===== config.mk =====
export PLATFORM = sky130hd
export DESIGN_NAME = mcp9808_multi_poller
export DESIGN_NICKNAME = d
export VERILOG_FILES = /design/src/rtl/mcp9808_multi_poller.sv
export SDC_FILE = /design/constraint.sdc
export NUM_CORES = 1
export LEC_CHECK = 0
export BUFFER_PORTS_ARGS = -buffer_cell sky130_fd_sc_hd__buf_2
export CORE_MARGIN = 2
export CORE_UTILIZATION = 60
export CTS_BUF_LIST = sky130_fd_sc_hd__clkbuf_2 sky130_fd_sc_hd__clkbuf_4 sky130_fd_sc_hd__clkbuf_8
export DETAILED_ROUTE_END_ITERATION = 10
export MAX_ROUTING_LAYER = met4
export PLACE_DENSITY = 0.82
export REMOVE_ABC_BUFFERS = 1
export SYNTH_ARGS = -nofsm -noshare
export SYNTH_HDL_FRONTEND = slang
export SYNTH_SLANG_ARGS = --single-unit
export TNS_END_PERCENT = 10

===== constraint.sdc =====
create_clock -name clk -period 4.3 [get_ports clk]
set_input_delay 0.215 -clock clk [delete_from_list [all_inputs] [get_ports clk]]
set_output_delay 0.215 -clock clk [all_outputs]
set_load 0.05 [all_outputs]

===== src/rtl/mcp9808_multi_poller.sv =====
// I2C master polling the ambient-temperature register (0x05) of up to N_CH MCP9808 sensors
// on one open-drain bus, one read transaction per channel, in one-shot or free-running sweeps.
module mcp9808_multi_poller #(
   parameter int          N_CH      = 4,
   parameter int          QDIV      = 125,
   parameter logic [23:0] ADDR_PINS = 24'o76543210,
   parameter logic [15:0] AUTO_GAP  = 16'd1000
) (
   input  logic               clk,
   input  logic               rst,
   input  logic               scl_i,
   output logic               scl_oe,
   input  logic               sda_i,
   output logic               sda_oe,
   input  logic               start,
   input  logic               auto_en,
   output logic               busy,
   output logic               done,
   output logic [13*N_CH-1:0] temp_o,
   output logic [N_CH-1:0]    valid_o,
   output logic [N_CH-1:0]    nack_o
);
   localparam int CW = (N_CH > 1) ? $clog2(N_CH) : 1;
   localparam int QW = $clog2(QDIV);

   typedef enum logic [3:0] {
      S_IDLE, S_START, S_TXBYTE, S_TXACK, S_RSTART, S_RXBYTE,
      S_MACK, S_MNACK, S_STOP, S_NEXT, S_GAP
   } state_t;

   state_t          state;
   logic [QW-1:0]   qcnt;
   logic [1:0]      phase;
   logic [2:0]      bit_cnt;
   logic [1:0]      byte_idx;
   logic            rx_lsb;
   logic            nak;
   logic [CW-1:0]   ch;
   logic [7:0]      tx_sr;
   logic [6:0]      rx_sr;
   logic [4:0]      msb;
   logic [15:0]     gap_cnt;
   logic [2:0]      pins;
   logic            stretch;
   logic            tick;
   logic            sample;
   logic            bit_end;

   assign pins    = ADDR_PINS[3*int'(ch) +: 3];
   assign stretch = ~scl_oe & ~scl_i;
   assign tick    = (qcnt == QW'(QDIV - 1)) && !stretch;
   assign sample  = tick && (phase == 2'd2);
   assign bit_end = tick && (phase == 2'd3);

   // Bus drive {scl_oe, sda_oe} for a given quarter; in quarter 0 SDA holds its previous level
   // so it only ever moves while SCL is already low.
   function automatic logic [1:0] line_drive(state_t st, logic [1:0] ph, logic tx_bit,
                                             logic sda_hold);
      case (st)
         S_START:  return {ph == 2'd3, ph != 2'd0};
         S_RSTART: return {(ph == 2'd0) || (ph == 2'd3), ph[1]};
         S_STOP:   return {!ph[1], (ph == 2'd1) || (ph == 2'd2)};
         S_TXBYTE: return {!ph[1], (ph == 2'd0) ? sda_hold : ~tx_bit};
         S_MACK:   return {!ph[1], (ph == 2'd0) ? sda_hold : 1'b1};
         S_TXACK, S_RXBYTE, S_MNACK:
                   return {!ph[1], (ph == 2'd0) && sda_hold};
         default:  return 2'b00;
      endcase
   endfunction

   always_ff @(posedge clk or posedge rst) begin
      // NOTE: reset drops both line drivers at once; a transfer cut short gets no STOP.
      if (rst) begin
         state    <= S_IDLE;
         qcnt     <= '0;
         phase    <= '0;
         bit_cnt  <= '0;
         byte_idx <= '0;
         rx_lsb   <= 1'b0;
         nak      <= 1'b0;
         ch       <= '0;
         tx_sr    <= '0;
         rx_sr    <= '0;
         msb      <= '0;
         gap_cnt  <= '0;
         scl_oe   <= 1'b0;
         sda_oe   <= 1'b0;
         busy     <= 1'b0;
         done     <= 1'b0;
         temp_o   <= '0;
         valid_o  <= '0;
         nack_o   <= '0;
      end else begin
         done <= 1'b0;
         {scl_oe, sda_oe} <= line_drive(state, phase, tx_sr[7], sda_oe);

         if (state == S_IDLE || state == S_NEXT || tick) qcnt <= '0;
         else if (!stretch)                              qcnt <= qcnt + 1'b1;

         if (tick && state != S_GAP) phase <= phase + 2'd1;

         case (state)
            S_IDLE: begin
               if (start || auto_en) begin
                  state <= S_START;
                  busy  <= 1'b1;
               end
            end
            S_START: begin
               if (bit_end) begin
                  state    <= S_TXBYTE;
                  tx_sr    <= {4'b0011, pins, 1'b0};
                  byte_idx <= 2'd0;
                  bit_cnt  <= 3'd0;
               end
            end
            S_TXBYTE: begin
               if (bit_end) begin
                  bit_cnt <= bit_cnt + 3'd1;
                  if (bit_cnt == 3'd7) state <= S_TXACK;
                  else                 tx_sr <= {tx_sr[6:0], 1'b0};
               end
            end
            S_TXACK: begin
               if (sample) begin
                  nak <= sda_i;
                  if (sda_i) begin
                     nack_o[ch]  <= 1'b1;
                     valid_o[ch] <= 1'b0;
                  end
               end
               if (bit_end) begin
                  if (nak) state <= S_STOP;
                  else begin
                     case (byte_idx)
                        2'd0: begin
                           state    <= S_TXBYTE;
                           tx_sr    <= 8'h05;
                           byte_idx <= 2'd1;
                        end
                        2'd1:    state <= S_RSTART;
                        default: begin
                           state  <= S_RXBYTE;
                           rx_lsb <= 1'b0;
                        end
                     endcase
                  end
               end
            end
            S_RSTART: begin
               if (bit_end) begin
                  state    <= S_TXBYTE;
                  tx_sr    <= {4'b0011, pins, 1'b1};
                  byte_idx <= 2'd2;
                  bit_cnt  <= 3'd0;
               end
            end
            S_RXBYTE: begin
               if (sample) begin
                  rx_sr <= {rx_sr[5:0], sda_i};
                  if (bit_cnt == 3'd7) begin
                     if (rx_lsb) begin
                        temp_o[13*int'(ch) +: 13] <= {msb, rx_sr, sda_i};
                        valid_o[ch]               <= 1'b1;
                        nack_o[ch]                <= 1'b0;
                     end else begin
                        msb <= {rx_sr[3:0], sda_i};
                     end
                  end
               end
               if (bit_end) begin
                  bit_cnt <= bit_cnt + 3'd1;
                  if (bit_cnt == 3'd7) state <= rx_lsb ? S_MNACK : S_MACK;
               end
            end
            S_MACK: begin
               if (bit_end) begin
                  state  <= S_RXBYTE;
                  rx_lsb <= 1'b1;
               end
            end
            S_MNACK: if (bit_end) state <= S_STOP;
            S_STOP:  if (bit_end) state <= S_NEXT;
            S_NEXT: begin
               if (ch == CW'(N_CH - 1)) begin
                  ch      <= '0;
                  done    <= 1'b1;
                  busy    <= 1'b0;
                  gap_cnt <= '0;
                  state   <= auto_en ? S_GAP : S_IDLE;
               end else begin
                  ch    <= ch + 1'b1;
                  state <= S_START;
               end
            end
            S_GAP: begin
               if (!auto_en) state <= S_IDLE;
               else if (tick) begin
                  if (({1'b0, gap_cnt} + 17'd1) >= {1'b0, AUTO_GAP}) begin
                     state   <= S_START;
                     busy    <= 1'b1;
                     gap_cnt <= '0;
                  end else begin
                     gap_cnt <= gap_cnt + 16'd1;
                  end
               end
            end
            default: state <= S_IDLE;
         endcase
      end
   end
endmodule


==> results of run 1 <==
## synth_stat cells (3+ instances only)
| master | instances |
|---|---|
| a21oi_1 | 26 |
| a22o_1 | 3 |
| a311oi_1 | 3 |
| a31oi_1 | 10 |
| a41oi_1 | 3 |
| and2_1 | 13 |
| and3_1 | 4 |
| buf_1 | 5 |
| buf_2 | 6 |
| buf_6 | 9 |
| clkbuf_1 | 16 |
| dfrtp_1 | 122 |
| ha_1 | 14 |
| inv_1 | 22 |
| mux2_2 | 26 |
| mux2i_1 | 8 |
| nand2_1 | 136 |
| nand2_2 | 5 |
| nand2b_1 | 7 |
| nand3_1 | 13 |
| nand4_1 | 10 |
| nor2_1 | 27 |
| nor2b_1 | 8 |
| nor3_1 | 15 |
| nor3b_1 | 6 |
| nor4_1 | 3 |
| o2111ai_1 | 3 |
| o211ai_1 | 4 |
| o21ai_0 | 37 |
| o21ai_2 | 28 |
| or3_1 | 3 |
| xnor2_1 | 5 |
| xor2_1 | 6 |
## layer usage
metal  wire (um)  global-route usage, %  vias to the layer above  share of wire [%]
li1            -                      -                     2401                  -
met1        6089                  33.58                     2445                 43
met2        7039                  43.27                      147                 50
met3         703                  6.140                       20                5.0
met4         212                  7.978                        0                1.5
met5           0                      -                        -                  0
## layout by cell type, fill, tap and decap left out, types with 7 or more instances in the layout
cell | synthesis | final
nand4_1 | 10 | 10
o21ai_2 | 28 | 28
nor2_1 | 27 | 27
buf_2 | 6 | 69
ha_1 | 14 | 14
nor2b_1 | 8 | 8
and2_1 | 13 | 13
nand2_1 | 136 | 136
mux2i_1 | 8 | 8
inv_1 | 22 | 21
nor3_1 | 15 | 15
a21oi_1 | 26 | 26
mux2_2 | 26 | 26
nand3_1 | 13 | 13
a31oi_1 | 10 | 10
nand2b_1 | 7 | 7
clkbuf_8 | 0 | 19
o21ai_0 | 37 | 37
dfrtp_1 | 122 | 122
## area by class of cell
class | instances | area [um^2] | area share (%)
sequential | 122 | 3053 | 42.94
timing repair buffer | 72 | 367.9 | 5.173
inverter | 22 | 85.08 | 1.197
multi-input combinational | 472 | 2982 | 41.93
clock inverter | 13 | 191.4 | 2.692
tap | 136 | 170.2 | 2.393
clock buffer | 19 | 261.5 | 3.678
## cell families after synthesis
family,synth area share [%]
AND/OR/NAND/NOR,20.87
AO/OA/AOI/OAI,16.01
flip-flops,48.17
buffers and inverters,4.778
multiplexers,5.884
adder cells (fa/ha/maj),2.764
XOR/XNOR,1.520
## per-stage QoR
| step | util [%] | hold WS [ns] | cells | setup WS, ns | total power [mW] |
|---|---|---|---|---|---|
| floorplan | - | 0.3510 | 616 | 0.8425 | 2.153 |
| global placement | 64.78 | 0.4557 | 824 | 1.479 | 2.378 |
| detailed placement | 64.78 | 0.4622 | 824 | 1.248 | 2.423 |
| CTS | 69.19 | 0.02967 | 856 | 1.227 | 3.565 |
| global route | 69.19 | 0.06521 | 856 | 0.9014 | 3.744 |
| finish | 69.19 | 0.004633 | 856 | 1.193 | 3.558 |
## power groups by stage
stage	Sequential [mW]	Combinational, mW	Clock (mW)
finish	1.46	0.960	1.14
global route	1.48	1.07	1.20
CTS	1.45	0.960	1.16
detailed placement	1.47	0.952	0
global placement	1.46	0.922	0
floorplan	1.45	0.702	0
## worst max-delay path, stage by stage (launching register included)
cell,delay (ns)
dfrtp_1,0.97
nor4bb_1,0.54
o2111ai_1,0.29
nor4_4,0.64
a31oi_1,0.24
mux2_2,0.32
## sequential cells by signal, summed over array words and instances, names as in the netlist, named ones only
signal	cells
rx_lsb	1
scl_oe	1
phase	2
sda_oe	1
state	4
done	1
temp_o	52
byte_idx	2
qcnt	7
msb	5
rx_sr	7
ch	2
bit_cnt	3
tx_sr	8
gap_cnt	16
nak	1
busy	1
## worst min-delay path by stage
stage / cells after the start / end / slack [ns]
final: 2 / temp_o[0] / 0.005
after global routing: 2 / temp_o[0] / 0.07
after CTS: 2 / temp_o[0] / 0.03
after detailed placement: 2 / temp_o[48] / 0.46
after global placement: 2 / temp_o[37] / 0.46
after floorplan: 2 / temp_o[39] / 0.35
==> results by group, run 1 <==
Route
  – DR vias: 5013
  – Drt via density: 5.856
  – Total wire length: 14.04 mm
  – WL/cell: 16.41 um
  – DRC: 0
  – DR pass1 iterations: 5
  – Final ANT Viol Nets: 0
  – Initial DRC count: 279

Power and ir drop
  – Share of total power in combinational logic: 27.0%
  – Worst VDD drop: 0.2796 mV
  – Clock Power Share: 32.0%
  – Power per Cell Area: 500.4 nW/um^2
  – Leakage: 3.315 nW
  – Flop pwr share: 41.0%
  – Switching Power: 1.271 mW
  – Net Sw Frac: 35.73%
  – P_int: 2.287 mW

Worst setup path
  – Worst R2R Path Depth: 5
  – CP Capture Type: register
  – Worst setup path end: state[2]
  – Startpoint Class: register
  – FF-to-FF setup slack: 1.19 ns
  – Worst setup startpoint: state[1]
  – Worst path arrival time: 3.42 ns
  – CP Data Required Time: 4.61 ns
  – Worst-path fanout max: 33
  – R2R Path End: state[2]
  – Crit path kind: register to register
  – Reg2reg start: state[1]

CTS
  – CTS max path bufs: 2
  – Clk slew on worst S/H paths: 0.07 ns
  – Buffer count from post-CTS setup fixing: 0
  – CTS Sinks: 122
  – Clk Latency, worst-skew pair: 0.44 ns
  – Htree depth: 4
  – CTS tree: built
  – Hold_buf cts: 0
  – Clock Tree Root: clkbuf_8
  – CTS resizes: 0
  – TritonCTS Buffers: 17

Logic synthesis
  – Flops & latches, synth: 122
  – Post-Syn Area: 6337 um^2
  – Seq/Total Area, Yosys: 48.17%
  – Main area contributors after synthesis: dfrtp_1, nand2_1, mux2_2, o21ai_2, o21ai_0
  – Post-synth cell types: 67
  – Async set-reset flop share out of synthesis: 100.0%
  – Main synth FF type: dfrtp_1
  – EDFF count, synth: 0
  – Area share of the largest cell type after synthesis: 48.17%
  – Post-Syn Instances: 654
  – Avg Inst Size Synth: 9.690 um^2
  – Synth area leader: dfrtp_1
  – Yosys warning total: 0

Layout
  – Ant diodes: 0
  – Fill cells: 813
  – Post-route cell area: 7111 um^2
  – # nets final: 727
  – Area grow syn2layout: 12.20%
  – Layout cells sized above 1: 24.44%

Timing
  – Post-route setup TNS: 0 ns
  – Clock skew: 0.01028 ns
  – Final hold violations: 0
  – RSZ-0062 raised after global routing: false
  – Final setup viols: 0
  – Worst rel slew slack: 12.16%
  – Fin crit period: 3.107 ns
  – Fmax: 321.8 MHz
  – Final period util: 72.27%
  – Fin. max-slew vios: 0
  – Slew @ Worst Pin: 1.308 ns

Global routing
  – Global route overflow: 0
  – Pin count of the biggest net entering global routing: 82
  – Global-route wire length before repair: 23.32 mm
  – Number of global-route vias before repair: 4754
  – Initial antenna violation count: 0
  – GRT Total Usage: 26.61%

Floorplanning
  – Die ar.: 11400 um^2
  – Chip height: 106.8 um
  – Starting density of the core: 61.66%
  – Die W: 106.8 um
  – IO Pins: 70
  – Core footprint: 10280 um^2
  – Core Rows: 37

Placed design
  – Placed Area: 6658 um^2
  – HPWL after detailed placement: 9.697 mm
  – Routability cong.: 0.8866
  – PortBufs: 69

Flow run
  – Max Cap Viol: 0

Hold path
  – Hold/Removal Path Class: input port to async pin

Run status
  – Status: completed
Power figures use the tool's default switching activity.
==> inputs of run 2 (changes only) <==
==> constraint.sdc (replaced) <==
create_clock -name clk -period 2.96 [get_ports clk]
set_input_delay 0.148 -clock clk [delete_from_list [all_inputs] [get_ports clk]]
set_output_delay 0.148 -clock clk [all_outputs]
set_load 0.05 [all_outputs]
==> results by group, run 2 (synthesis results as in run 1) <==
Route
  – DR pass1 iterations: 4 (-1)
  – Final ANT Viol Nets: 0 (unchanged)
  – Total wire length: 14.36 mm (+2.3%)
  – WL/cell: 16.45 um (+0.28%)
  – DRC: 0 (unchanged)
  – Initial DRC count: 220 (-21%)
  – Drt via density: 5.770 (-1.5%)
  – DR vias: 5037 (+0.48%)

Floorplanning
  – Core footprint: 10280 um^2 (unchanged)
  – Core Rows: 37 (unchanged)
  – IO Pins: 70 (unchanged)
  – Die W: 106.8 um (unchanged)
  – Die ar.: 11400 um^2 (unchanged)
  – Starting density of the core: 61.66% (unchanged)
  – Chip height: 106.8 um (unchanged)

Placed design
  – Pre-CTS setup slack: 0.4548 ns (-0.7932 ns)
  – PortBufs: 69 (unchanged)
  – Routability cong.: 0.9323 (+5.2%)
  – Dpl cells: 840 (+1.9%)
  – HPWL after detailed placement: 10.11 mm (+4.2%)

Layout
  – Area grow syn2layout: 13.90%
  – # nets final: 744 (+2.3%)
  – Most frequent cells in the layout: nand2_1, dfrtp_1, buf_2, o21ai_0, o21ai_2
  – Largest register FFs: 52 (unchanged)
  – Top reg by flops: temp_o
  – Layout cells sized above 1: 26.05% (+1.6 points)
  – Ant diodes: 0 (unchanged)
  – Post-Layout Cell Count: 873 (+2.0%)
  – Largest regs: temp_o: 52 flops, gap_cnt: 16 flops, tx_sr: 8 flops
  – Commonest non-fill, non-tap cell in the layout: nand2_1

Global routing
  – Global-route wire length before repair: 23.65 mm (+1.4%)
  – Pin count of the biggest net entering global routing: 55 (-33%)
  – Number of global-route vias before repair: 4834 (+1.7%)
  – GRT Total Usage: 27.23% (+0.62 points)
  – Initial antenna violation count: 0 (unchanged)
  – Global route overflow: 0 (unchanged)

CTS
  – Htree depth: 4 (unchanged)
  – TritonCTS Buffers: 17 (unchanged)
  – Buffer count from post-CTS setup fixing: 0 (unchanged)
  – CTS max path bufs: 2 (unchanged)
  – Hold_buf cts: 1 (+1)
  – Clk slew on worst S/H paths: 0.08 ns (about the same)
  – Clock Tree Root: clkbuf_8
  – CTS tree: built
  – Clk Latency, worst-skew pair: 0.45 ns (about the same)
  – CTS resizes: 0 (unchanged)
  – CTS Sinks: 122 (unchanged)

Worst setup path
  – Critical path's largest stage delay: 0.45 ns (-0.52 ns)
  – CP Capture Type: register
  – Worst-path fanout max: 9 (-73%)
  – Cell family with most CP delay: simple AND/OR/NAND/NOR gates
  – Crit path kind: register to register
  – Worst Path Buf+Inv: 0 (unchanged)
  – CP Data Required Time: 3.29 ns (-1.32 ns)
  – Slowest CP cell: dfrtp_1
  – Most frequent CP cell: and3_1
  – FF-to-FF setup slack: 0.40 ns (-0.80 ns)
  – Worst path arrival time: 2.90 ns (-0.52 ns)
  – Startpoint Class: register
  – CP cell instances: ha_1, and3_1, and3_1, xor2_1, nand4_1, a31oi_1, mux2_2

Power and ir drop
  – Worst VDD drop: 0.5343 mV (+91%)
  – Leakage: 3.398 nW (+2.5%)
  – Final Power: 5.168 mW (+45%)
  – Power per Cell Area: 715.9 nW/um^2 (+43%)

Timing
  – RSZ-0062 raised after global routing: false
  – Final setup viols: 0 (unchanged)
  – Slew @ Worst Pin: 0.7474 ns (-0.5601 ns)
  – Fin crit period: 2.565 ns (-0.5424 ns)
  – Setup slack after layout: 0.3950 ns (-0.7976 ns)
  – Worst rel slew slack: 49.99% (+38 points)
  – Fin. max-slew vios: 0 (unchanged)
  – Final hold violations: 0 (unchanged)
  – Fmax: 389.9 MHz (+21%)
  – Clock skew: 0.007231 ns (-0.003049 ns)
  – Final period util: 86.66% (+14 points)

Run status
  – Status: completed

Hold path
  – Hold/Removal Path Class: input port to register

Flow run
  – Max Cap Viol: 0 (unchanged)
## run 2: worst register-to-register path, cell delays in order, from the launching register on
cell and delay, ns:
dfrtp_1 0.45, ha_1 0.37, and3_1 0.36, and3_1 0.22
xor2_1 0.19, nand4_1 0.15, a31oi_1 0.32, mux2_2 0.37
## run 2: path summary, 6_finish.rpt
check	from	end	cells after the start
worst min register to register	temp_o[12]	temp_o[12]	2
worst min-delay path	sda_i	temp_o[0]	3
min in group asynchronous	rst	gap_cnt[4]	3
worst max register to register	gap_cnt[1]	state[2]	7
worst max-delay path	gap_cnt[1]	state[2]	7
max in group asynchronous	rst	rx_sr[4]	4
## run 2: area by class of cell
class	instances	area (um^2)
clock buffers	18	247.7
clock inverters	14	170.2
fillers	807	3059
inverters	22	85.08
multi-input cells	472	2982
flip-flops and latches	122	3053
well taps	136	170.2
repair buffers	89	510.5
## run 2: metrics by stage
stage / area, um^2 / setup TNS [ns] / utilization, % / hold slack (ns)
floorplan: 6117 / -52.52 / - / 0.2840
global placement: 6790 / 0 / 66.07 / 0.2011
detailed placement: 6790 / 0 / 66.07 / 0.2041
CTS: 7218 / 0 / 70.23 / 0.02617
global route: 7218 / 0 / 70.23 / 0.03975
finish: 7218 / 0 / 70.23 / 0.04085
## run 2: power breakdown
part           switching (mW)  internal [mW]
clock network           0.702          0.856
registers               0.148           1.81
logic                    1.03          0.617
total                    1.88           3.29
## run 2: routing by layer
metal / track usage (%) / wire length, um / up-vias
met5: - / 0 / -
met2: 45.45 / 7326 / 127
li1: - / - / 2434
met3: 4.742 / 608 / 22
met4: 10.11 / 267 / 0
met1: 33.50 / 6161 / 2454
